`src/rtl/ssm_pkg.sv`:
```
// Shared definitions for the execution-stage controller and the ALU bench:
// start codes, opcode values, alu_op encodings and the controller state enum.
package ssm_pkg;

    localparam logic [3:0] START_ALU   = 4'b0001;
    localparam logic [3:0] START_ALU_I = 4'b0010;

    localparam logic [3:0] OPC_ADD   = 4'b0001;
    localparam logic [3:0] OPC_SUB   = 4'b0010;
    localparam logic [3:0] OPC_NOT   = 4'b0011;
    localparam logic [3:0] OPC_AND   = 4'b0100;
    localparam logic [3:0] OPC_OR    = 4'b0101;
    localparam logic [3:0] OPC_XOR   = 4'b0110;
    localparam logic [3:0] OPC_XNOR  = 4'b0111;
    localparam logic [3:0] OPC_ADD_I = 4'b1000;
    localparam logic [3:0] OPC_SUB_I = 4'b1001;

    localparam logic [2:0] ALU_ADD  = 3'b000;
    localparam logic [2:0] ALU_SUB  = 3'b001;
    localparam logic [2:0] ALU_NOT  = 3'b010;
    localparam logic [2:0] ALU_AND  = 3'b011;
    localparam logic [2:0] ALU_OR   = 3'b100;
    localparam logic [2:0] ALU_XOR  = 3'b101;
    localparam logic [2:0] ALU_XNOR = 3'b110;

    typedef enum logic [2:0] {
        ST_IDLE,
        ST_RD_A,
        ST_RD_B,
        ST_EXEC,
        ST_WB,
        ST_FIN,
        ST_WAIT_CLR
    } state_e;

endpackage

```
`src/rtl/alu_op_decode.sv`:
```
// Combinational opcode decoder. Maps a 4-bit opcode plus the execution mode
// to an alu_op select and flags whether the opcode is valid in that mode.
// Illegal opcodes return alu_op 000.
//   opcode_i   : instruction opcode field
//   imm_mode_i : 1 = immediate-mode execution, 0 = register mode
//   alu_op_o   : ALU function select
//   legal_o    : opcode is valid for the mode
module alu_op_decode
    import ssm_pkg::*;
(
    input  logic [3:0] opcode_i,
    input  logic       imm_mode_i,
    output logic [2:0] alu_op_o,
    output logic       legal_o
);

    always_comb begin
        alu_op_o = ALU_ADD;
        legal_o  = 1'b0;
        if (imm_mode_i) begin
            case (opcode_i)
                OPC_ADD_I: begin alu_op_o = ALU_ADD; legal_o = 1'b1; end
                OPC_SUB_I: begin alu_op_o = ALU_SUB; legal_o = 1'b1; end
                default:   ;
            endcase
        end else begin
            case (opcode_i)
                OPC_ADD:  begin alu_op_o = ALU_ADD;  legal_o = 1'b1; end
                OPC_SUB:  begin alu_op_o = ALU_SUB;  legal_o = 1'b1; end
                OPC_NOT:  begin alu_op_o = ALU_NOT;  legal_o = 1'b1; end
                OPC_AND:  begin alu_op_o = ALU_AND;  legal_o = 1'b1; end
                OPC_OR:   begin alu_op_o = ALU_OR;   legal_o = 1'b1; end
                OPC_XOR:  begin alu_op_o = ALU_XOR;  legal_o = 1'b1; end
                OPC_XNOR: begin alu_op_o = ALU_XNOR; legal_o = 1'b1; end
                default:  ;
            endcase
        end
    end

endmodule

```
`src/rtl/alu_exec_fsm.sv`:
```
// Execution-stage controller for register/immediate ALU instructions.
// Sequences operand A, operand B, compute and write-back over the shared bus,
// then pulses done (with illegal when the opcode does not fit the start code).
//
// state     | meaning
// ----------+------------------------------------------------------------
// IDLE      | waiting for a start code; latches IR fields on a valid one
// RD_A      | register rs drives bus, ALU A loads
// RD_B      | rt (register mode) or imm (immediate mode) drives bus, B loads
// EXEC      | result register G loads ALU output
// WB        | G drives bus, register rd is written
// FIN       | done pulse (+ illegal); leave only once start_code is zero
// WAIT_CLR  | busy, no enables; waits for start_code to clear
//
// Ports: clock/reset (sync, active-high); start_code, instr from fetch;
// register-file, immediate, ALU and status controls out.
module alu_exec_fsm
    import ssm_pkg::*;
#(
    parameter int DATA_WIDTH = 16,
    parameter int REG_SEL_W  = 4
) (
    input  logic                  clock,
    input  logic                  reset,
    input  logic [3:0]            start_code,
    input  logic [15:0]           instr,
    output logic [REG_SEL_W-1:0]  reg_read_sel,
    output logic                  reg_out_en,
    output logic [DATA_WIDTH-1:0] imm_data,
    output logic                  imm_out_en,
    output logic                  alu_a_in_en,
    output logic                  alu_b_in_en,
    output logic [2:0]            alu_op,
    output logic                  alu_result_in_en,
    output logic                  alu_result_out_en,
    output logic [REG_SEL_W-1:0]  reg_write_sel,
    output logic                  reg_in_en,
    output logic                  busy,
    output logic                  done,
    output logic                  illegal
);

    state_e     state_q, state_d;
    logic [3:0] rd_q, rd_d, rs_q, rs_d, rt_q, rt_d;
    logic [2:0] alu_op_q, alu_op_d;
    logic       imm_mode_q, imm_mode_d;
    logic       illegal_q, illegal_d;

    logic       start_valid;
    logic       start_imm;
    logic [2:0] dec_op;
    logic       dec_legal;

    assign start_valid = (start_code == START_ALU) || (start_code == START_ALU_I);
    assign start_imm   = (start_code == START_ALU_I);

    // Decodes the live IR so legality is known at the sampling edge.
    alu_op_decode u_dec (
        .opcode_i   (instr[15:12]),
        .imm_mode_i (start_imm),
        .alu_op_o   (dec_op),
        .legal_o    (dec_legal)
    );

    always_ff @(posedge clock) begin
        if (reset) begin
            state_q    <= ST_IDLE;
            rd_q       <= '0;
            rs_q       <= '0;
            rt_q       <= '0;
            alu_op_q   <= '0;
            imm_mode_q <= 1'b0;
            illegal_q  <= 1'b0;
        end else begin
            state_q    <= state_d;
            rd_q       <= rd_d;
            rs_q       <= rs_d;
            rt_q       <= rt_d;
            alu_op_q   <= alu_op_d;
            imm_mode_q <= imm_mode_d;
            illegal_q  <= illegal_d;
        end
    end

    always_comb begin
        state_d           = state_q;
        rd_d              = rd_q;
        rs_d              = rs_q;
        rt_d              = rt_q;
        alu_op_d          = alu_op_q;
        imm_mode_d        = imm_mode_q;
        illegal_d         = illegal_q;

        reg_read_sel      = '0;
        reg_out_en        = 1'b0;
        imm_out_en        = 1'b0;
        alu_a_in_en       = 1'b0;
        alu_b_in_en       = 1'b0;
        alu_op            = alu_op_q;
        alu_result_in_en  = 1'b0;
        alu_result_out_en = 1'b0;
        reg_write_sel     = '0;
        reg_in_en         = 1'b0;
        busy              = 1'b1;
        done              = 1'b0;
        illegal           = 1'b0;

        case (state_q)
            ST_IDLE: begin
                busy   = 1'b0;
                alu_op = ALU_ADD;
                if (start_valid) begin
                    rd_d       = instr[11:8];
                    rs_d       = instr[7:4];
                    rt_d       = instr[3:0];
                    imm_mode_d = start_imm;
                    alu_op_d   = dec_op;
                    illegal_d  = !dec_legal;
                    state_d    = dec_legal ? ST_RD_A : ST_FIN;
                end
            end
            ST_RD_A: begin
                reg_read_sel = REG_SEL_W'(rs_q);
                reg_out_en   = 1'b1;
                alu_a_in_en  = 1'b1;
                state_d      = ST_RD_B;
            end
            ST_RD_B: begin
                alu_b_in_en = 1'b1;
                if (imm_mode_q) begin
                    imm_out_en = 1'b1;
                end else begin
                    reg_read_sel = REG_SEL_W'(rt_q);
                    reg_out_en   = 1'b1;
                end
                state_d = ST_EXEC;
            end
            ST_EXEC: begin
                alu_result_in_en = 1'b1;
                state_d          = ST_WB;
            end
            ST_WB: begin
                alu_result_out_en = 1'b1;
                reg_write_sel     = REG_SEL_W'(rd_q);
                reg_in_en         = 1'b1;
                state_d           = ST_FIN;
            end
            ST_FIN: begin
                done    = 1'b1;
                illegal = illegal_q;
                state_d = (start_code == 4'b0000) ? ST_IDLE : ST_WAIT_CLR;
            end
            ST_WAIT_CLR: begin
                if (start_code == 4'b0000) state_d = ST_IDLE;
            end
            default: begin
                state_d = ST_IDLE;
            end
        endcase
    end

    assign imm_data = DATA_WIDTH'(rt_q);

endmodule

```
`config.mk`:
```
export PLATFORM = sky130hd
export DESIGN_NAME = alu_exec_fsm
export DESIGN_NICKNAME = d
export VERILOG_FILES = /design/src/rtl/ssm_pkg.sv /design/src/rtl/alu_op_decode.sv /design/src/rtl/alu_exec_fsm.sv
export SDC_FILE = /design/constraint.sdc
export NUM_CORES = 1
export LEC_CHECK = 0
export CORE_MARGIN = 4
export CORE_UTILIZATION = 39
export CTS_CLUSTER_SIZE = 24
export DETAILED_ROUTE_END_ITERATION = 16
export PLACE_DENSITY = 0.87
export SYNTH_ARGS = -nofsm -noshare
export SYNTH_HDL_FRONTEND = slang
export SYNTH_SLANG_ARGS = --single-unit
```
`constraint.sdc`:
```
create_clock -name clock -period 1.8 [get_ports clock]
set_input_delay 0.36 -clock clock [delete_from_list [all_inputs] [get_ports clock]]
set_output_delay 0.36 -clock clock [all_outputs]
set_load 0.02 [all_outputs]
```
==> results by stage <==
Worst setup path:
- The minimum setup slack among reg-to-reg paths is 80 ps.
- The capture instance of the worst register-to-register path is illegal_q.
- By instance count, the cell type seen most on the critical path is buf_4.
- At the worst endpoint, the arrival time is 1410 ps.
- The worst setup path startpoint is state_q[2].
- Traced cell by cell, the critical path runs through buf_4 -> nor3b_4 -> buf_6 -> a22o_1 -> buf_4.
- The slowest cell on the critical path is dfxtp_4.
- The data required time of the worst path is 1440 ps.
- The worst register-to-register path begins at state_q[2].
- STA classifies the critical path endpoint as an output port.
- Of all nets on the critical path, the largest fanout is 6.
- For this run, the slowest stage of the critical path takes 380 ps.
- The critical path in this run is classified as flip-flop to output port.
- The worst setup path is launched from a flip-flop.
- The worst register-to-register path has a depth of 7.

Cells and area:
- With fillers left out, the area of the finished cells amounts to 1790 sq um.
- The net total in the final layout is 213.
- Compared with the post-synthesis result, the final layout area differs by 59.3%.
- Of the cells placed in the final design, the portion with a size suffix greater than 1 is 32.8%.
- The number of antenna cells inserted is 0.

Die:
- The die area is 3800 sq um.
- Measured along the x axis, the die boundary spans 61.6 um.
- The placement row count is 19.
- The number of top-level pins is 59.
- The core region is 2760 sq um.
- Once the floorplan was initialized, standard cells occupied 40.7% of the core.
- The y dimension of the die is 61.6 um.

Detailed routing:
- The first routing iteration left 32 violations.
- After detailed routing, the number of remaining DRC violations is 0.
- The routed wire length is 3120 um.
- The routed layout has 1108 vias.
- For this run, the detailed router's first-pass iteration total came to 5.
- Using the TritonRoute via totals, the vias-per-cell ratio works out to 5.04.
- The number of nets still failing antenna checks after routing is 0.
- In the final routed layout, each cell accounts on average for 14.2 um.

Clock network:
- Clock latency on the worst-skew pair, taken at its later pin, is 290 ps.
- Clock tree synthesis inserted a total of 3 buffers.
- The clock input transition at the sequential cells of the worst setup and hold paths is 110 ps.
- In this run the deepest clock path goes through 2 buffers.
- After clock tree synthesis, the flow added hold-fix buffers numbering 0.
- The TritonCTS clock tree is done.
- The number of sinks driven by the clock tree is 20.
- CTS built an H-tree with a depth of 1.
- The root buffer cell is clkbuf_4.

Placement:
- The total cell area at the placement stage is 1710 sq um.
- After legalization and detailed placement, the total HPWL measured 2420 um.
- The total of buffers placed on input and output ports is 46.
- The final RePlAce weighted congestion is 0.869.
- The post-place setup slack is -342 ps.

Synthesis:
- The most common flop cell mapped by yosys is dfxtp_1.
- The Yosys step of the flow raised 0 warnings.
- The most common cell in the synthesized netlist is dfxtp_1.
- After synthesis, the cell types taking the most area are dfxtp_1 36%, mux2i_1 12%, buf_4 8.7%, nor2_1 6.0%, and3_1 3.3%.
- The count of state elements after synthesis is 20.
- After synthesis, the mean cell area works out to 9.05 sq um.
- The number of distinct library cells after synthesis is 34.
- After synthesis, the share of flip-flops with an asynchronous set or reset is 0%.
- The number of instances in the synthesized netlist is 124.
- The share of synthesized area occupied by flip-flops and latches is 35.7%.
- The number of flops mapped to enable cells by yosys is 0.
- The share of Yosys cell area claimed by the top area cell type is 35.7%.
- The biggest area contributor in the post-synthesis netlist is dfxtp_1.
- The commonest cells after synthesis are 20 x dfxtp_1, 18 x nor2_1, 13 x buf_4, 13 x mux2i_1, 6 x and3_1.
- The summed instance area of the synthesized netlist is 1120 sq um.

STA:
- The number of max-slew violations in the final report is 0.
- The final worst-path cycle share is 98.1%.
- The final worst slack is 34.2 ps.
- Final hold analysis gives a worst-case slack of 475 ps.
- The worst path in the final design needs a cycle of 1770 ps, including I/O delays and setup.
- The total setup violations reported at the end of the flow is 0.
- Clock skew on the completed layout was measured at 7.56 ps.
- In the final timing run, aggregate negative setup slack is 0 ps.
- Static timing analysis puts the maximum clock frequency at 566 MHz.
- The final-report hold violation count is 0.
- Setup repair after global routing could not meet its margin everywhere.

Global routing:
- The first global-routing pass estimated 4690 um of wire.
- The number of global-route vias before repair was 1102.
- Entering global routing, the biggest net connects 19 pins.
- Global routing consumed, over all layers together, 16.3% of the routing resources.
- The most used routing layer in global routing is met2.
- For met2 alone, demand over resource in global routing was 31.1%.
- The overflow left after global routing is 0.
- Global routing consumed, on the met3 layer, 3.77% of the routing resources.
- The number of antenna violations at the first check in global routing is 0.
- Global routing used 18.5% of the available met1 tracks.

Power:
- The analysis attributes to cell leakage a power of 0.893 nW.
- Per report_power, the sequential group accounts for 32.9% of the total.
- The switching share of power is 37.8%.
- The part of the power in the clock network is 12.6%.
- The total power density per cell area is 911 nW/um^2.
- The worst-case IR drop observed on VDD is 0.606 mV.
- The total power after layout is 1.63 mW.
- The net switching power is 616 uW.
- The combinational cell fraction of total power is 54.5%.
- The total internal power is 1.01 mW.

Hold path:
- In this run the most critical hold path is launched from illegal_q.
- The min-delay analysis places its worst path in the category flip-flop to flip-flop.
- Counting instances, the worst hold path has a depth of 2.
- For hold timing, the worst endpoint is illegal_q.

Outcome:
- The run finished with clean final reports.

Job:
- The number of violations of the max-capacitance limit is 0.
cell usage in the layout (no fill, tap or decap), types with 2 or more instances in the layout:
master           netlist  final
clkbuf_4               0      3
clkbuf_2               0      3
dlygate4sd2_1          0      4
a211oi_1               3      3
nor3b_2                0      2
dfxtp_1               20     17
mux2i_1               13     13
a21oi_1                3      2
nor2_1                18     17
a22o_1                 4      4
dlymetal6s2s_1         0      4
clkdlybuf4s50_1        0     21
nor2b_1                3      2
clkdlybuf4s15_2        0      5
nor3_1                 4      3
buf_2                  2      2
inv_1                  3      3
and2_1                 2      2
nor4_1                 2      2
buf_6                  2      8
and3_1                 6      6
buf_4                 13     23
dfxtp_2                0      2
conb_1                 1     12
nand2_1                3      3
what timing repair did:
item | 4_1_cts | 5_1_grt
hold endpoints to repair | 0 | 0
setup endpoints to repair | 22 | 23
resized for setup | 68 | 25
pin swaps | 2 | 5
buffers inserted | 3 | 1
gates cloned | 0 | 1
cell type report:
| cell class | instances | area (sq um) |
|---|---|---|
| Fill cell | 230 | 970 |
| Clock buffer | 3 | 22.5 |
| Multi-Input combinational cell | 92 | 659 |
| Tap cell | 31 | 38.8 |
| Timing Repair Buffer | 71 | 649 |
| Inverter | 3 | 11.3 |
| Sequential cell | 20 | 407 |
power by group through the flow:
| stage | Clock (mW) | Sequential (mW) | Combinational, mW |
|---|---|---|---|
| floorplan | 0 | 0.535 | 0.462 |
| global placement | 0 | 0.528 | 0.796 |
| detailed placement | 0 | 0.531 | 0.820 |
| CTS | 0.205 | 0.527 | 0.879 |
| global route | 0.223 | 0.543 | 0.954 |
| finish | 0.206 | 0.536 | 0.887 |
worst max-delay path, delay by kind of cell (launching register included):
family,cells,cell delay (ps)
AO/OA/AOI/OAI,1,150
buffers and inverters,3,420
flip-flops,1,380
AND/OR/NAND/NOR,1,180
layer usage:
| metal | wire, um | vias to the layer above |
|---|---|---|
| met2 | 1660 | 49 |
| met4 | 0 | 0 |
| met5 | 0 | - |
| met1 | 1240 | 520 |
| li1 | - | 539 |
| met3 | 216 | 0 |
worst max path at each step:
stage          slack, ps               to
3_3_place_gp        -290       state_q[2]
5_1_grt              -70          illegal
4_1_cts               -8        illegal_q
3_5_place_dp        -340       state_q[2]
6_report              30  reg_read_sel[0]
2_1_floorplan         -4  reg_read_sel[0]
sequential cells by signal, summed over array words and instances, names as in the netlist:
register and count:
imm_mode_q 1, rt_q 4, state_q 3, rs_q 4, alu_op_q 3, illegal_q 1
rd_q 4
stage by stage:
stage          std cells  utilization, %
6_report             220            64.8
3_3_place_gp         214            61.9
3_5_place_dp         214            61.9
2_1_floorplan        135               -
5_1_grt              220            64.8
4_1_cts              219            63.4
cell families after synthesis:
group,count (synthesis),synth area share (%)
simple gates,49,25.3
buf+inv,23,13.6
mux,13,11.6
flops,20,35.7
xor+xnor,3,3.01
compound gates,15,10.5
other cells,1,0.334
Note: power is estimated with default switching activity, not from simulation.
